## config.mk

```make
export PLATFORM = sky130hd
export DESIGN_NAME = vga_scan_gen_flat
export DESIGN_NICKNAME = d
export VERILOG_FILES = /design/src/rtl/vga_timing_pkg.sv /design/src/rtl/vga_scan_gen_if.sv /design/src/rtl/clk_en_div.sv /design/src/rtl/vga_scan_gen.sv /design/src/flat_wrapper.sv
export SDC_FILE = /design/constraint.sdc
export NUM_CORES = 1
export LEC_CHECK = 0
export BUFFER_PORTS_ARGS = -buffer_cell sky130_fd_sc_hd__buf_2
export CAP_MARGIN = 20
export CORE_MARGIN = 4
export CORE_UTILIZATION = 44
export CTS_CLUSTER_SIZE = 40
export DETAILED_ROUTE_END_ITERATION = 8
export HOLD_SLACK_MARGIN = 0.02
export PLACE_DENSITY = 0.67
export SYNTH_ARGS = -nofsm -noshare
export SYNTH_HDL_FRONTEND = slang
export SYNTH_HIERARCHICAL = 1
export SYNTH_SLANG_ARGS = --single-unit
```

## constraint.sdc

```tcl
create_clock -name clk -period 7.1 [get_ports clk]
set_input_delay 0.355 -clock clk [delete_from_list [all_inputs] [get_ports clk]]
set_output_delay 0.355 -clock clk [all_outputs]
set_load 0.005 [all_outputs]
```

## src/rtl/vga_timing_pkg.sv

```systemverilog
// rtl/vga_timing_pkg.sv - shared VGA timing constants and coordinate type
package vga_timing_pkg;

  localparam int COORD_W = 10;
  typedef logic [COORD_W-1:0] coord_t;

  localparam int DIV_DEF      = 4;
  localparam int H_ACTIVE_DEF = 640;
  localparam int H_FP_DEF     = 16;
  localparam int H_SYNC_DEF   = 96;
  localparam int H_BP_DEF     = 48;
  localparam int V_ACTIVE_DEF = 480;
  localparam int V_FP_DEF     = 10;
  localparam int V_SYNC_DEF   = 2;
  localparam int V_BP_DEF     = 33;

  localparam int H_TOTAL      = H_ACTIVE_DEF + H_FP_DEF + H_SYNC_DEF + H_BP_DEF;
  localparam int V_TOTAL      = V_ACTIVE_DEF + V_FP_DEF + V_SYNC_DEF + V_BP_DEF;
  localparam int H_SYNC_START = H_ACTIVE_DEF + H_FP_DEF;
  localparam int H_SYNC_END   = H_SYNC_START + H_SYNC_DEF - 1;
  localparam int V_SYNC_START = V_ACTIVE_DEF + V_FP_DEF;
  localparam int V_SYNC_END   = V_SYNC_START + V_SYNC_DEF - 1;

  // Narrow an integer timing value to the coordinate width.
  function automatic coord_t to_coord(input int v);
    return coord_t'(v);
  endfunction

  // Last position of a scan axis made of active, porch, sync and porch spans.
  function automatic int axis_last(input int act, input int fp, input int sync, input int bp);
    return act + fp + sync + bp - 1;
  endfunction

endpackage

```

## src/rtl/vga_scan_gen_if.sv

```systemverilog
// rtl/vga_scan_gen_if.sv - scan generator control and timing outputs
interface vga_scan_gen_if;
  import vga_timing_pkg::*;

  logic       scan_en;
  coord_t     x;
  coord_t     y;
  logic       video_on;
  logic       hsync_n;
  logic       vsync_n;
  logic       pix_tick;
  logic       frame_start;
  logic [7:0] frame_cnt;

  modport master (
    input  scan_en,
    output x, y, video_on, hsync_n, vsync_n, pix_tick, frame_start, frame_cnt
  );

  modport slave (
    output scan_en,
    input  x, y, video_on, hsync_n, vsync_n, pix_tick, frame_start, frame_cnt
  );
endinterface

```

## src/rtl/clk_en_div.sv

```systemverilog
// rtl/clk_en_div.sv - pixel clock-enable divider with hold
module clk_en_div #(
  parameter int DIV = 4
) (
  input  logic clk,
  input  logic rst_n,
  input  logic en,
  output logic adv,
  output logic tick
);

  localparam int CW = (DIV > 1) ? $clog2(DIV) : 1;
  localparam logic [CW-1:0] LAST = CW'(DIV - 1);
  localparam logic [CW-1:0] ONE  = CW'(1);

  logic [CW-1:0] div_cnt;

  // adv lets the caller update in the same edge; dropping en on that clk cancels it
  assign adv = en && (div_cnt == LAST);

  // divider counts only while enabled; tick is the registered copy of adv
  always_ff @(posedge clk or negedge rst_n) begin
    if (!rst_n) begin
      div_cnt <= '0;
      tick    <= 1'b0;
    end else begin
      tick <= adv;
      if (adv) begin
        div_cnt <= '0;
      end else if (en) begin
        div_cnt <= div_cnt + ONE;
      end
    end
  end

endmodule

```

## src/rtl/vga_scan_gen.sv

```systemverilog
// rtl/vga_scan_gen.sv - VGA raster scan counters and sync decode
module vga_scan_gen
  import vga_timing_pkg::*;
#(
  parameter int DIV      = DIV_DEF,
  parameter int H_ACTIVE = H_ACTIVE_DEF,
  parameter int H_FP     = H_FP_DEF,
  parameter int H_SYNC   = H_SYNC_DEF,
  parameter int H_BP     = H_BP_DEF,
  parameter int V_ACTIVE = V_ACTIVE_DEF,
  parameter int V_FP     = V_FP_DEF,
  parameter int V_SYNC   = V_SYNC_DEF,
  parameter int V_BP     = V_BP_DEF
) (
  input  logic            clk,
  input  logic            rst_n,
  vga_scan_gen_if.master  vga
);

  localparam coord_t H_LAST = to_coord(axis_last(H_ACTIVE, H_FP, H_SYNC, H_BP));
  localparam coord_t V_LAST = to_coord(axis_last(V_ACTIVE, V_FP, V_SYNC, V_BP));
  localparam coord_t H_ACT  = to_coord(H_ACTIVE);
  localparam coord_t V_ACT  = to_coord(V_ACTIVE);
  localparam coord_t HS_BEG = to_coord(H_ACTIVE + H_FP);
  localparam coord_t HS_END = to_coord(H_ACTIVE + H_FP + H_SYNC - 1);
  localparam coord_t VS_BEG = to_coord(V_ACTIVE + V_FP);
  localparam coord_t VS_END = to_coord(V_ACTIVE + V_FP + V_SYNC - 1);

  logic       adv;
  coord_t     x_q, y_q, x_nxt, y_nxt;
  logic       video_on_q, hsync_n_q, vsync_n_q, frame_start_q;
  logic [7:0] frame_cnt_q;

  clk_en_div #(.DIV(DIV)) u_div (
    .clk   (clk),
    .rst_n (rst_n),
    .en    (vga.scan_en),
    .adv   (adv),
    .tick  (vga.pix_tick)
  );

  // next raster position: x wraps at end of line, y steps on that wrap
  always_comb begin
    x_nxt = x_q + 1'b1;
    y_nxt = y_q;
    if (x_q == H_LAST) begin
      x_nxt = '0;
      y_nxt = (y_q == V_LAST) ? '0 : y_q + 1'b1;
    end
  end

  // all decode is taken from the next position so every output moves on the same edge
  always_ff @(posedge clk or negedge rst_n) begin
    if (!rst_n) begin
      x_q           <= H_LAST;
      y_q           <= V_LAST;
      video_on_q    <= 1'b0;
      hsync_n_q     <= 1'b1;
      vsync_n_q     <= 1'b1;
      frame_start_q <= 1'b0;
      frame_cnt_q   <= 8'd0;
    end else begin
      frame_start_q <= 1'b0;
      if (adv) begin
        x_q        <= x_nxt;
        y_q        <= y_nxt;
        video_on_q <= (x_nxt < H_ACT) && (y_nxt < V_ACT);
        hsync_n_q  <= !((x_nxt >= HS_BEG) && (x_nxt <= HS_END));
        vsync_n_q  <= !((y_nxt >= VS_BEG) && (y_nxt <= VS_END));
        if ((x_nxt == '0) && (y_nxt == '0)) begin
          frame_start_q <= 1'b1;
          frame_cnt_q   <= frame_cnt_q + 8'd1;
        end
      end
    end
  end

  assign vga.x           = x_q;
  assign vga.y           = y_q;
  assign vga.video_on    = video_on_q;
  assign vga.hsync_n     = hsync_n_q;
  assign vga.vsync_n     = vsync_n_q;
  assign vga.frame_start = frame_start_q;
  assign vga.frame_cnt   = frame_cnt_q;

endmodule

```

## src/flat_wrapper.sv

```systemverilog
// flat-port wrapper written by rule: the top's interface ports become plain ports
module vga_scan_gen_flat import vga_timing_pkg::*;
#(
  parameter int DIV      = DIV_DEF,
  parameter int H_ACTIVE = H_ACTIVE_DEF,
  parameter int H_FP     = H_FP_DEF,
  parameter int H_SYNC   = H_SYNC_DEF,
  parameter int H_BP     = H_BP_DEF,
  parameter int V_ACTIVE = V_ACTIVE_DEF,
  parameter int V_FP     = V_FP_DEF,
  parameter int V_SYNC   = V_SYNC_DEF,
  parameter int V_BP     = V_BP_DEF
)
  (clk, rst_n, vga_scan_en, vga_x, vga_y, vga_video_on, vga_hsync_n, vga_vsync_n, vga_pix_tick, vga_frame_start, vga_frame_cnt);
  vga_scan_gen_if vga_i ();
  input  logic clk;
  input  logic rst_n;
  input wire logic [$bits(vga_i.scan_en)-1:0] vga_scan_en;
  output wire logic [$bits(vga_i.x)-1:0] vga_x;
  output wire logic [$bits(vga_i.y)-1:0] vga_y;
  output wire logic [$bits(vga_i.video_on)-1:0] vga_video_on;
  output wire logic [$bits(vga_i.hsync_n)-1:0] vga_hsync_n;
  output wire logic [$bits(vga_i.vsync_n)-1:0] vga_vsync_n;
  output wire logic [$bits(vga_i.pix_tick)-1:0] vga_pix_tick;
  output wire logic [$bits(vga_i.frame_start)-1:0] vga_frame_start;
  output wire logic [$bits(vga_i.frame_cnt)-1:0] vga_frame_cnt;
  assign vga_i.scan_en = vga_scan_en;
  assign vga_x = vga_i.x;
  assign vga_y = vga_i.y;
  assign vga_video_on = vga_i.video_on;
  assign vga_hsync_n = vga_i.hsync_n;
  assign vga_vsync_n = vga_i.vsync_n;
  assign vga_pix_tick = vga_i.pix_tick;
  assign vga_frame_start = vga_i.frame_start;
  assign vga_frame_cnt = vga_i.frame_cnt;
  vga_scan_gen #(.DIV(DIV), .H_ACTIVE(H_ACTIVE), .H_FP(H_FP), .H_SYNC(H_SYNC), .H_BP(H_BP), .V_ACTIVE(V_ACTIVE), .V_FP(V_FP), .V_SYNC(V_SYNC), .V_BP(V_BP)) u_core (.clk(clk), .rst_n(rst_n), .vga(vga_i));
endmodule
```

======== Yosys cells after proc, flatten, opt, wreduce, memory -nomap -nowiden ========
Index checks and enable logic that the tools add are counted.
storage, ports and cells
  flip-flop bits (word level) ............. 35
  input port bits ......................... 3
  output and inout port bits .............. 33
  word-level logic and storage cells ...... 40
operators by class
  add/subtract/negate cells ............... 4
  $lt $le $gt $ge ......................... 6
  eq/ne operators ......................... 3
  multiplexer cells ....................... 7
  reductions and logical operators ........ 11
operators with widths
  cell                                                             number
  two-way mux 10 bit                                               3
  adder 10 x 1 -> 10 bit, second input constant                    2
  == test 10 bit, second input constant                            2
  logical NOT 10 bit                                               2
  >= comparator 10 bit, second input constant                      1
  >= comparator 10 x 9 -> 1 bit, second input constant             1
  less-or-equal comparator 10 bit, second input constant           1
  less-or-equal comparator 10 x 9 -> 1 bit, second input constant  1
  < comparator 10 bit, second input constant                       1
  < comparator 10 x 9 -> 1 bit, second input constant              1
  adder 8 x 1 -> 8 bit, second input constant                      1
  logical AND 1 bit                                                5
  two-way mux 2 bit                                                2
  adder 2 x 1 -> 2 bit, second input constant                      1
  == test 2 bit, second input constant                             1
  logical NOT 1 bit                                                2
  two-way mux 1 bit                                                2
  AND reduction 2 bit                                              1
  nonzero test 2 bit                                               1

======== Depth between registers and ports, before layout ========
Gate-level depths: netlist of run 1.
  depth in word-level cells ............... 7
  mapped depth ............................ 11
  mapped depth without buffers ............ 9

======== Modules after synthesis ========
The synthesis of run 1 kept the hierarchy.
modules (own cells, without submodules)
  module        times used  cells an instance  area an instance (sq um)  sequential area each (sq um)
  vga_scan_gen  1           272                2429.8                    815.8
  clk_en_div    1           8                  126.4                     75.1

======== Worst setup path before layout of run 1 ========
OpenSTA, ideal clock, no wires.
  path type ............................... register to register
  from .................................... register u_core.x_q[1], in the netlist u_core/vga.x[1]
  to ...................................... register u_core.frame_cnt_q[1], in the netlist u_core/vga.frame_cnt[1]
  library setup time ...................... 128 ps
  arrival ................................. 2466 ps
  data required time ...................... 6972 ps
  slack ................................... 4507 ps
  cell stages (with the launch flop) ...... 11
  path buffers ............................ 2
  period minus slack after synthesis ...... 2593 ps
  path through ............................ dfstp_2 -> ha_1 -> buf_4 -> and4_4 -> buf_6 -> nand3_4 -> a21o_1 -> nor4bb_2 -> nand2_1 -> nor3_4 -> mux2_1
between the ends
  cells in the longest elaborated chain, start to end .. 5
  elaborated cells on any way between the ends .. 8
  those cells by class .................... add/sub: 1; eq/ne: 1; mux: 2; reduce/logical: 4
RTL lines
  item                                                      RTL line                                RTL
  start, declared                                           vga_scan_gen.sv:30                      coord_t x_q, y_q, x_nxt, y_nxt;
  start signal, assigned                                    vga_scan_gen.sv:65                      x_q <= x_nxt;
  adder 10 x 1 -> 10 bit or == test 10 bit (tied branches)  vga_scan_gen.sv:44, vga_scan_gen.sv:46
  two-way mux 10 bit                                        vga_scan_gen.sv:46                      if (x_q == H_LAST) begin
  logical NOT 10 bit                                        vga_scan_gen.sv:70                      if ((x_nxt == '0) && (y_nxt == '0)) begin
  logical AND 1 bit (*)                                     vga_scan_gen.sv:70
  AND reduction 2 bit (no source line) (*)                  n/a
  end signal, assigned                                      vga_scan_gen.sv:72                      frame_cnt_q <= frame_cnt_q + 8'd1;
  end, declared                                             vga_scan_gen.sv:32                      logic [7:0] frame_cnt_q;
Mark *: on every way between the ends. The rest lies on a longest branch, timed or not.
A chain may end at the register's enable or synchronous reset.

======== Final worst setup path of run 1 ========
Ends and elaborated chain as after synthesis.

==> flow_metrics.tcl, run 1 <==
set metrics [dict create \
    outcome "finished, final reports clean" \
    diodes 0 \
    critPathCaptureType "register" \
    critical_path_class "reg -> reg" \
    fin_crit_ps 2980 \
    firstDrtPassIters 4 \
    wl_um 6100 \
    cp_max_fo 10 \
    p_per_area_nw_per_um2 242 \
    p_leak_uw 0.00122 \
    ys_types 63 \
    clockBufferDepth 2 \
    core_area_um2 5570 \
    tightestPinTransition_ps 806 \
    syn_area_um2 2560 \
    vias_per_cell 5.88 \
    arrival_ps 3160 \
    synth-seq-cells 35 \
    finalMaxSlewViolations 0 \
    fp.dieW_um 84.2 \
    drt_iter0_drc 184 \
    antenna_found_initial 0 \
    htreeDepth 2 \
    final_hold_viol_count 0 \
    cts_hold_buf 0 \
    hpwl_um 4370 \
    yosysTopAreaCellShare_pct 22.5 \
    grt_start_max_net_pins 36 \
    min_path_type "in -> async" \
    ff2ff_setup_slack_ps 4120 \
    drc 0 \
    die_area_um2 7090 \
    yosysWarnings 6 \
    hold_slack_ps 156 \
    wl_per_cell_um 16.2 \
    cap_violations 0 \
    finalClockSkew_ps 10.5 \
    core.rowCount 27 \
    dp_cells 369 \
    ant_nets 0 \
    final_util_pct 49.9 \
    yosys-top-cells-area "dfrtp_1, dfstp_2, nand2_1, xnor2_1, ha_1" \
    startpoint "u_core/vga.x[1]$_DFFE_PN1P_" \
    setup_viol 0 \
    synth-edff-count 0 \
    drive_above_1_share_pct 23.9 \
    preCtsSetupSlack_ps 4160 \
    port_buffers 35 \
    min_period_over_period_pct 42.0 \
    initial_core_util_pct 45.9 \
    syn2layout_area_growth_pct 8.91 \
    place_congestion 0.936 \
    cts_buffers 5 \
    vias 2217 \
    fill_cells 556 \
    synthArstFlopShare_pct 100 \
    post_cts.repair.setup_buffers 0 \
    fin_setup_tns_ps 0 \
    io_pins 36 \
    finalNetCount 314 \
    grt-ovfl-total 0 \
    clk_pin_slew_ps 80 \
    synthFlopType "dfrtp_1" \
    avgSynthCellArea_um2 9.13 \
    fmax_mhz 336 \
    grt_pass1_vias 2070 \
    grt_pass1_wl_um 10500 \
    cts_resized 0 \
    reg2reg_from "u_core/vga.x[1]$_DFFE_PN1P_" \
    worstRegToRegCells 8 \
    cp.required_ps 7280 \
    synth_nets 290 \
    synth_cells 280 \
    stdcell_count 377 \
    peakVddDrop_uv 138 \
    synth_top_area_cell "dfrtp_1" \
    clock-sinks 35 \
    yosysMostFrequentCell "nand2_1" \
    cts_tree "built" \
    r2r-end "u_core/vga.frame_cnt[1]$_DFFE_PN0P_" \
    yosysSeqAreaShare_pct 34.9 \
    critPathLaunchType "register" \
    die_h_um 84.2 \
    slew_headroom_pct 46.2 \
    sequential_cell_area_um2 891 \
    grt_setup_unrepaired "no" \
    synth_common_cells "nand2_1, dfrtp_1, nor2_1" \
    multi_input_area_um2 1500 \
    cts_root_buffer "clkbuf_8" \
    clock_latency_ps 290 \
    worst_slack_ps 4120 \
    grt_use_total_pct 18.1 \
]
## kinds of logic (layout without fill, tap and decap cells)
| group | count (synthesis) | after routing | share of synthesized area (%) |
|---|---|---|---|
| XOR/XNOR | 21 | 21 | 7.20 |
| AO/OA/AOI/OAI | 55 | 55 | 15.6 |
| multiplexers | 6 | 6 | 2.59 |
| AND/OR/NAND/NOR | 128 | 128 | 29.8 |
| adder cells (fa/ha/maj) | 7 | 7 | 3.43 |
| buffers and inverters | 28 | 53 | 6.51 |
| flip-flops | 35 | 35 | 34.9 |
## cells in the final DEF (no fill, tap or decap), types with 3 or more instances in the layout
master	Yosys	final
xor2_1	10	10
and2_1	4	4
o211ai_1	3	3
and3_1	9	9
dfrtp_1	23	23
nor4_2	3	3
nor2_1	15	15
mux2i_1	4	4
nor4_1	5	5
o21ai_0	13	13
nor3_1	9	9
ha_1	7	7
clkbuf_8	0	6
xnor2_1	11	11
o31ai_1	3	3
a21o_1	3	3
a21oi_1	8	8
inv_1	10	10
nand4_1	11	11
nand3_1	14	14
buf_2	4	35
dfstp_2	12	12
nand2_1	35	35
a31oi_1	3	3
a21boi_0	3	3
## where the power goes
group          switching [uW]  internal, uW  leakage [uW]
clock                    72.3          78.3     0.0000482
combinational             127           105      0.000733
sequential               48.7           243      0.000436
total                     248           426       0.00122
## critical path, cell delays in order, from the launching register on
cell	delay [ps]
dfstp_2	590
ha_1	370
and4_4	380
and3_1	360
o21ai_1	130
a21oi_2	180
nand3_2	230
nor3_4	290
mux2_1	330
## layout make-up
cell class                 instances  area share (%)
clock buffer                       7            3.10
clock inverter                     1           0.180
timing repair buffer              35            6.29
tap                               72            3.24
sequential                        35            32.0
inverter                          10            1.35
multi-input combinational        217            53.8
## sequential cells by signal, summed over array words and instances, names as in the netlist
register and cells:
u_core/u_div/div_cnt 2, u_core/u_div/tick 1, u_core/vga.frame_cnt 8, u_core/vga.frame_start 1
u_core/vga.hsync_n 1, u_core/vga.video_on 1, u_core/vga.vsync_n 1, u_core/vga.x 10
u_core/vga.y 10
## worst max-delay path by stage
| stage | to | slack (ps) | cells past startpoint |
|---|---|---|---|
| 6_report | u_core/vga.frame_cnt[1]$_DFFE_PN0P_ | 4120 | 8 |
| 5_1_grt | u_core/vga.frame_cnt[1]$_DFFE_PN0P_ | 3930 | 8 |
| 4_1_cts | u_core/vga.frame_cnt[1]$_DFFE_PN0P_ | 4140 | 8 |
| 3_5_place_dp | u_core/vga.frame_cnt[1]$_DFFE_PN0P_ | 4160 | 8 |
| 3_3_place_gp | u_core/vga.frame_cnt[1]$_DFFE_PN0P_ | 4240 | 8 |
| 2_1_floorplan | u_core/vga.frame_cnt[1]$_DFFE_PN0P_ | 4510 | 10 |
## metal layers
metal	share of wire, %	track usage [%]	routed length [um]
met3	4.2	3.43	258
met2	47	28.2	2880
met5	0	0	0
met4	1.9	5.41	115
met1	47	25.5	2850
## metrics by stage
stage / total power [uW] / cell area (um^2)
finish: 674 / 2780
global route: 724 / 2780
CTS: 681 / 2780
detailed placement: 527 / 2690
global placement: 522 / 2690
floorplan: 473 / 2560
No activity file was read; power rests on OpenSTA's default activity.
==> run 2, diff against run 1 <==
--- a/config.mk
+++ b/config.mk
@@ -5,6 +5,7 @@
 export SDC_FILE = /design/constraint.sdc
 export NUM_CORES = 1
 export LEC_CHECK = 0
+export ABC_AREA = 1
 export BUFFER_PORTS_ARGS = -buffer_cell sky130_fd_sc_hd__buf_2
 export CAP_MARGIN = 20
 export CORE_MARGIN = 4
@@ -12,7 +13,7 @@
 export CTS_CLUSTER_SIZE = 40
 export DETAILED_ROUTE_END_ITERATION = 8
 export HOLD_SLACK_MARGIN = 0.02
-export PLACE_DENSITY = 0.67
+export PLACE_DENSITY = 0.69
 export SYNTH_ARGS = -nofsm -noshare
 export SYNTH_HDL_FRONTEND = slang
 export SYNTH_HIERARCHICAL = 1
==> constraint.sdc (replaced) <==
create_clock -name clk -period 2.5 [get_ports clk]
set_input_delay 0.125 -clock clk [delete_from_list [all_inputs] [get_ports clk]]
set_output_delay 0.125 -clock clk [all_outputs]
set_load 0.005 [all_outputs]
==> run 2 against run 1 <==
  * Clock skew fell by 0.65 ps
  * Synthesized cell count rose by 35%
  * Core utilization rose by 2.5 points
  * Power rose by 150%
  * Die area fell by 2.0%
  * Critical path depth rose by 4
  * First-iteration DRC count rose by 44%
  * Critical path type unchanged
  * Sequential power rose to 2.6 times the previous value
  * Largest power group unchanged
  * Via count rose by 14%
  * Register-to-register slack got worse by 4000 ps
  * Wire length rose by 5.9%
  * Non-clock buffer count rose by 7
==> flow_metrics.tcl, run 2 <==
set metrics [dict create \
    outcome "finished, final reports clean" \
    yosys-top-cells-area "dfrtp_1, nand2_1, dfstp_2, inv_1, nor2_1" \
    core.rowCount 27 \
    syn_area_um2 2500 \
    htreeDepth 2 \
    firstDrtPassIters 5 \
    cp_max_fo 8 \
    finalMaxSlewViolations 0 \
    hpwl_um 4800 \
    min_period_over_period_pct 93.4 \
    grt-ovfl-total 0 \
    drc 0 \
    slowest_stage "dfstp_2" \
    drive_above_1_share_pct 21.0 \
    vias_per_cell 5.13 \
    tightestPinTransition_ps 797 \
    cts_root_buffer "clkbuf_8" \
    synth-edff-count 0 \
    yosysWarnings 6 \
    layout_commonest_cell "nand2_1" \
    syn2layout_area_growth_pct 15.6 \
    peakVddDrop_uv 410 \
    yosysSeqAreaShare_pct 35.7 \
    fin_setup_tns_ps 0 \
    diodes 0 \
    clock_latency_ps 290 \
    synth_common_cells "nand2_1, inv_1, nor2_1" \
    yosysTopAreaCellShare_pct 23.0 \
    grt_pass1_vias 2295 \
    setup_viol 0 \
    arrival_ps 2510 \
    grt_start_max_net_pins 36 \
    synthFlopType "dfrtp_1" \
    clk_pin_slew_ps 70 \
    wl_um 6460 \
    final_cell_mix "nand2_1, inv_1, nor2_1" \
    die_h_um 83.4 \
    cts_tree "built" \
    critPathCaptureType "register" \
    clock-sinks 35 \
    synth_cells 377 \
    initial_core_util_pct 45.4 \
    fp.dieW_um 83.4 \
    place_congestion 0.857 \
    fill_cells 548 \
    finalClockSkew_ps 9.82 \
    cap_violations 0 \
    drt_iter0_drc 265 \
    grt_use_total_pct 18.8 \
    worst_path_largest_cell_delay_ps 600 \
    grt_pass1_wl_um 10800 \
    min_path_type "in -> reg" \
    synth-seq-cells 35 \
    p_per_area_nw_per_um2 577 \
    ant_nets 0 \
    critPathLaunchType "register" \
    avgSynthCellArea_um2 6.63 \
    synthArstFlopShare_pct 100 \
    critical_path_class "reg -> reg" \
    fmax_mhz 428 \
    p_total_uw 1670 \
    crit_chain "ha_2 -> nand3_1 -> nor2_2 -> nand2_4 -> nand3_2 -> nand2_1 -> nor2_1 -> nand2_1 -> nor2_4 -> nand4_4 -> nand2_1 -> nand2_1" \
    slew_headroom_pct 46.9 \
    p_leak_uw 0.00156 \
    synth_top_area_cell "dfrtp_1" \
    fin_crit_ps 2330 \
    wl_per_cell_um 13.1 \
    cts_buffers 5 \
    ys_types 29 \
    finalNetCount 429 \
    synth_nets 387 \
    vias 2526 \
    cpMostUsedCell "nand2_1" \
    crit_family "simple AND/OR/NAND/NOR gates" \
    antenna_found_initial 0 \
    yosysMostFrequentCell "nand2_1" \
    cp.required_ps 2670 \
    core_area_um2 5510 \
    die_area_um2 6950 \
    clockBufferDepth 2 \
    port_buffers 35 \
    crit_buf_inv 0 \
    io_pins 36 \
    final_hold_viol_count 0 \
]
## run 2: cell type report
| type | instances | area (um^2) | area share (%) |
|---|---|---|---|
| Clock buffer | 7 | 76.3 | 2.64 |
| Sequential cell | 35 | 892 | 30.9 |
| Multi-Input combinational cell | 289 | 1420 | 49.2 |
| Tap cell | 72 | 90.1 | 3.12 |
| Inverter | 46 | 173 | 5.98 |
| Timing Repair Buffer | 42 | 230 | 7.97 |
| Clock inverter | 1 | 5.00 | 0.173 |
## run 2: layer usage
layer  vias to the layer above  share of wire, %  track usage [%]  wire length (um)
li1                       1273                 -                -                 -
met1                      1167                48             26.3              3100
met2                        78                46             29.7              2960
met3                         8               5.1             3.87               332
met4                         0               1.1             4.31                72
met5                         -                 0                0                 0
## run 2: worst min-delay path, cell delays in order
cell,delay (ps)
buf_2,110
nand2_1,50
nand2_1,60
## run 2: final timing paths
| check | start | endpoint | slack [ps] | cells after the start |
|---|---|---|---|---|
| max | u_core/vga.x[0]$_DFFE_PN1P_ | u_core/vga.frame_cnt[3]$_DFFE_PN0P_ | 170 | 12 |
| min | vga_scan_en | u_core/u_div/div_cnt[1]$_DFFE_PN0P_ | 80 | 3 |
| max reg2reg | u_core/vga.x[0]$_DFFE_PN1P_ | u_core/vga.frame_cnt[3]$_DFFE_PN0P_ | 170 | 12 |
| min reg2reg | u_core/u_div/div_cnt[1]$_DFFE_PN0P_ | u_core/u_div/div_cnt[1]$_DFFE_PN0P_ | 480 | 2 |
| max in group asynchronous | rst_n | u_core/vga.y[0]$_DFFE_PN0P_ | 1480 | 2 |
| min in group asynchronous | rst_n | u_core/u_div/div_cnt[1]$_DFFE_PN0P_ | 460 | 2 |
## run 2: repair_timing
action / in CTS / in global routing
buffers inserted: 0 / 2
setup endpoints to repair: 0 / 8
endpoints found under the hold margin: 23 / 0
gates resized for setup: 0 / 7
hold buffers: 1 / 0
## run 2: where the power goes
group          internal, uW  switching (uW)  total [uW]  leakage (uW)
registers               668            97.2         766      0.000436
logic                   185             313         497       0.00108
clock network           196             207         403     0.0000422
## run 2: logic make-up (layout without fill, tap and decap cells)
kind of cell,Yosys count,in the layout,share of synthesized area (%)
simple gates,247,247,44.3
compound gates,29,29,6.06
flops,35,35,35.7
fa+ha+maj,7,7,3.51
xor+xnor,6,6,2.10
buf+inv,53,96,8.36
## run 2: metrics by stage
stage	area [um^2]	instances	hold slack (ps)	setup WS, ps	utilization [%]
after floorplan	2500	377	-171	475	-
after global placement	2760	481	258	193	50.1
after detailed placement	2760	481	259	141	50.1
after CTS	2850	490	80.5	123	51.7
after global routing	2890	492	99.7	-31.0	52.5
final	2890	492	84.7	165	52.5
==> run 3, diff against run 2 <==
--- a/config.mk
+++ b/config.mk
@@ -10,9 +10,11 @@
 export CAP_MARGIN = 20
 export CORE_MARGIN = 4
 export CORE_UTILIZATION = 44
+export CTS_BUF_LIST = sky130_fd_sc_hd__clkbuf_8
 export CTS_CLUSTER_SIZE = 40
 export DETAILED_ROUTE_END_ITERATION = 8
 export HOLD_SLACK_MARGIN = 0.02
+export MAX_ROUTING_LAYER = met4
 export PLACE_DENSITY = 0.69
 export SYNTH_ARGS = -nofsm -noshare
 export SYNTH_HDL_FRONTEND = slang
==> run 3 against run 2 <==
  * Global-route usage barely moved
  * Power increased by 8.6%
  * Via count is 1.4% lower
  * Sequential cell count is the same
  * Sequential power hardly changed
  * Maximum frequency rose by 1.7%
  * Die area unchanged
==> flow_metrics.tcl, run 3 (synthesis results as in run 2) <==
set metrics [dict create \
    place_congestion 0.884 \
    dpl_cell_area_um2 2760 \
    peakVddDrop_uv 430 \
    core.rowCount 27 \
    cap_violations 0 \
    gr-max-usage-layer "met2" \
    worst_slack_ps 204 \
    cts_root_buffer "clkbuf_8" \
    layout_commonest_cell "nand2_1" \
    dp_cells 481 \
    final_cell_mix "nand2_1, inv_1, nor2_1" \
    diodes 0 \
    drc 0 \
    ant_nets 0 \
    final_area_um2 2920 \
    grt-ovfl-total 0 \
    preCtsSetupSlack_ps 156 \
    finalNetCount 429 \
    cts_buffers 5 \
    critPathCaptureType "register" \
    syn2layout_area_growth_pct 17.0 \
    min_period_over_period_pct 91.8 \
    hpwl_um 4660 \
    core_area_um2 5510 \
    grt_start_max_net_pins 36 \
    wl_per_cell_um 12.9 \
    cp_max_fo 8 \
    io_pins 36 \
    slowest_stage "dfstp_2" \
    clock-sinks 35 \
    grt_use_met1_pct 26.9 \
    min_path_type "in -> reg" \
    grt_pass1_vias 2162 \
    critical_path_class "reg -> reg" \
    finalClockSkew_ps 5.97 \
    use_met2_pct 27.0 \
    initial_core_util_pct 45.4 \
    hold_slack_ps 82.0 \
    p_total_uw 1810 \
    stdcell_count 492 \
    slew_headroom_pct 47.9 \
    sequential_cell_area_um2 892 \
    firstDrtPassIters 5 \
    fin_crit_ps 2300 \
    vias 2491 \
    clock_latency_ps 290 \
    vias_per_cell 5.06 \
    grt_pass1_wl_um 10500 \
    critPathLaunchType "register" \
    drt_iter0_drc 271 \
    htreeDepth 2 \
    cp.required_ps 2680 \
    final_hold_viol_count 0 \
    setup_viol 0 \
    port_buffers 35 \
    clk_pin_slew_ps 80 \
    outcome "finished, final reports clean" \
    cpMostUsedCell "nand2_1" \
    die_area_um2 6950 \
    drive_above_1_share_pct 21.4 \
    clockBufferDepth 2 \
    grt_use_total_pct 18.8 \
    antenna_found_initial 0 \
    wl_um 6360 \
    finalMaxSlewViolations 0 \
    arrival_ps 2480 \
    worst_path_largest_cell_delay_ps 600 \
    p_per_area_nw_per_um2 618 \
    met3_usage_pct 3.77 \
    p_leak_uw 0.00157 \
    fill_cells 557 \
    cts_tree "built" \
    die_h_um 83.4 \
    fmax_mhz 436 \
    crit_chain "ha_2 -> nand2_1 -> nor2_2 -> nand3_1 -> nor2_2 -> nand2_1 -> nand2_1 -> nand2_1 -> inv_1 -> nand2_1 -> nor2_2 -> nand4_4 -> nand2_1 -> nand2_1" \
    multi_input_area_um2 1420 \
    fp.dieW_um 83.4 \
    tightestPinTransition_ps 782 \
]
run 3: power by group:
| part | switching (uW) | internal, uW | leakage (uW) |
|---|---|---|---|
| Sequential | 96.2 | 668 | 0.000436 |
| Clock | 225 | 323 | 0.0000612 |
| Combinational | 311 | 186 | 0.00107 |
| Total | 632 | 1180 | 0.00157 |
run 3: layout make-up:
type	instances	share of cell area [%]
Multi-Input combinational cell	289	48.5
Sequential cell	35	30.5
Tap cell	72	3.08
Clock inverter	2	1.20
Clock buffer	6	2.82
Timing Repair Buffer	42	8.00
Inverter	46	5.91
run 3: path summary, 6_finish.rpt:
check / slack, ps / cells past startpoint / to / start
hold / removal: 80 / 3 / u_core/u_div/div_cnt[1]$_DFFE_PN0P_ / vga_scan_en
hold reg to reg: 480 / 2 / u_core/u_div/div_cnt[1]$_DFFE_PN0P_ / u_core/u_div/div_cnt[1]$_DFFE_PN0P_
setup reg to reg: 200 / 14 / u_core/vga.frame_cnt[1]$_DFFE_PN0P_ / u_core/vga.x[0]$_DFFE_PN1P_
max in group asynchronous: 1510 / 2 / u_core/vga.y[0]$_DFFE_PN0P_ / rst_n
min in group asynchronous: 450 / 2 / u_core/u_div/div_cnt[0]$_DFFE_PN0P_ / rst_n
setup / recovery: 200 / 14 / u_core/vga.frame_cnt[1]$_DFFE_PN0P_ / u_core/vga.x[0]$_DFFE_PN1P_
run 3: repair_timing:
item                                   in CTS  in global routing
hold buffers                                1                  0
setup endpoints to repair                   0                  9
endpoints found under the hold margin      23                  0
setup buffers                               0                  2
resized for setup                           0                  8
run 3: routing by layer:
layer / wire length (um) / vias up
met5: 0 / -
met4: 61 / 0
met3: 344 / 7
met2: 2810 / 70
met1: 3140 / 1140
li1: - / 1274
run 3: metrics by stage:
step / setup TNS, ps / utilization, %
global placement: 0 / 50.1
CTS: 0 / 52.4
global route: -63.7 / 53.1
detailed placement: 0 / 50.1
finish: 0 / 53.1
floorplan: 0 / -
run 3: critical path, delay by kind of cell, from the launching register on:
family | cells | cell delay (ps)
adder cells (fa/ha/maj) | 1 | 230
AND/OR/NAND/NOR | 12 | 1280
flip-flops | 1 | 600
buffers and inverters | 1 | 60
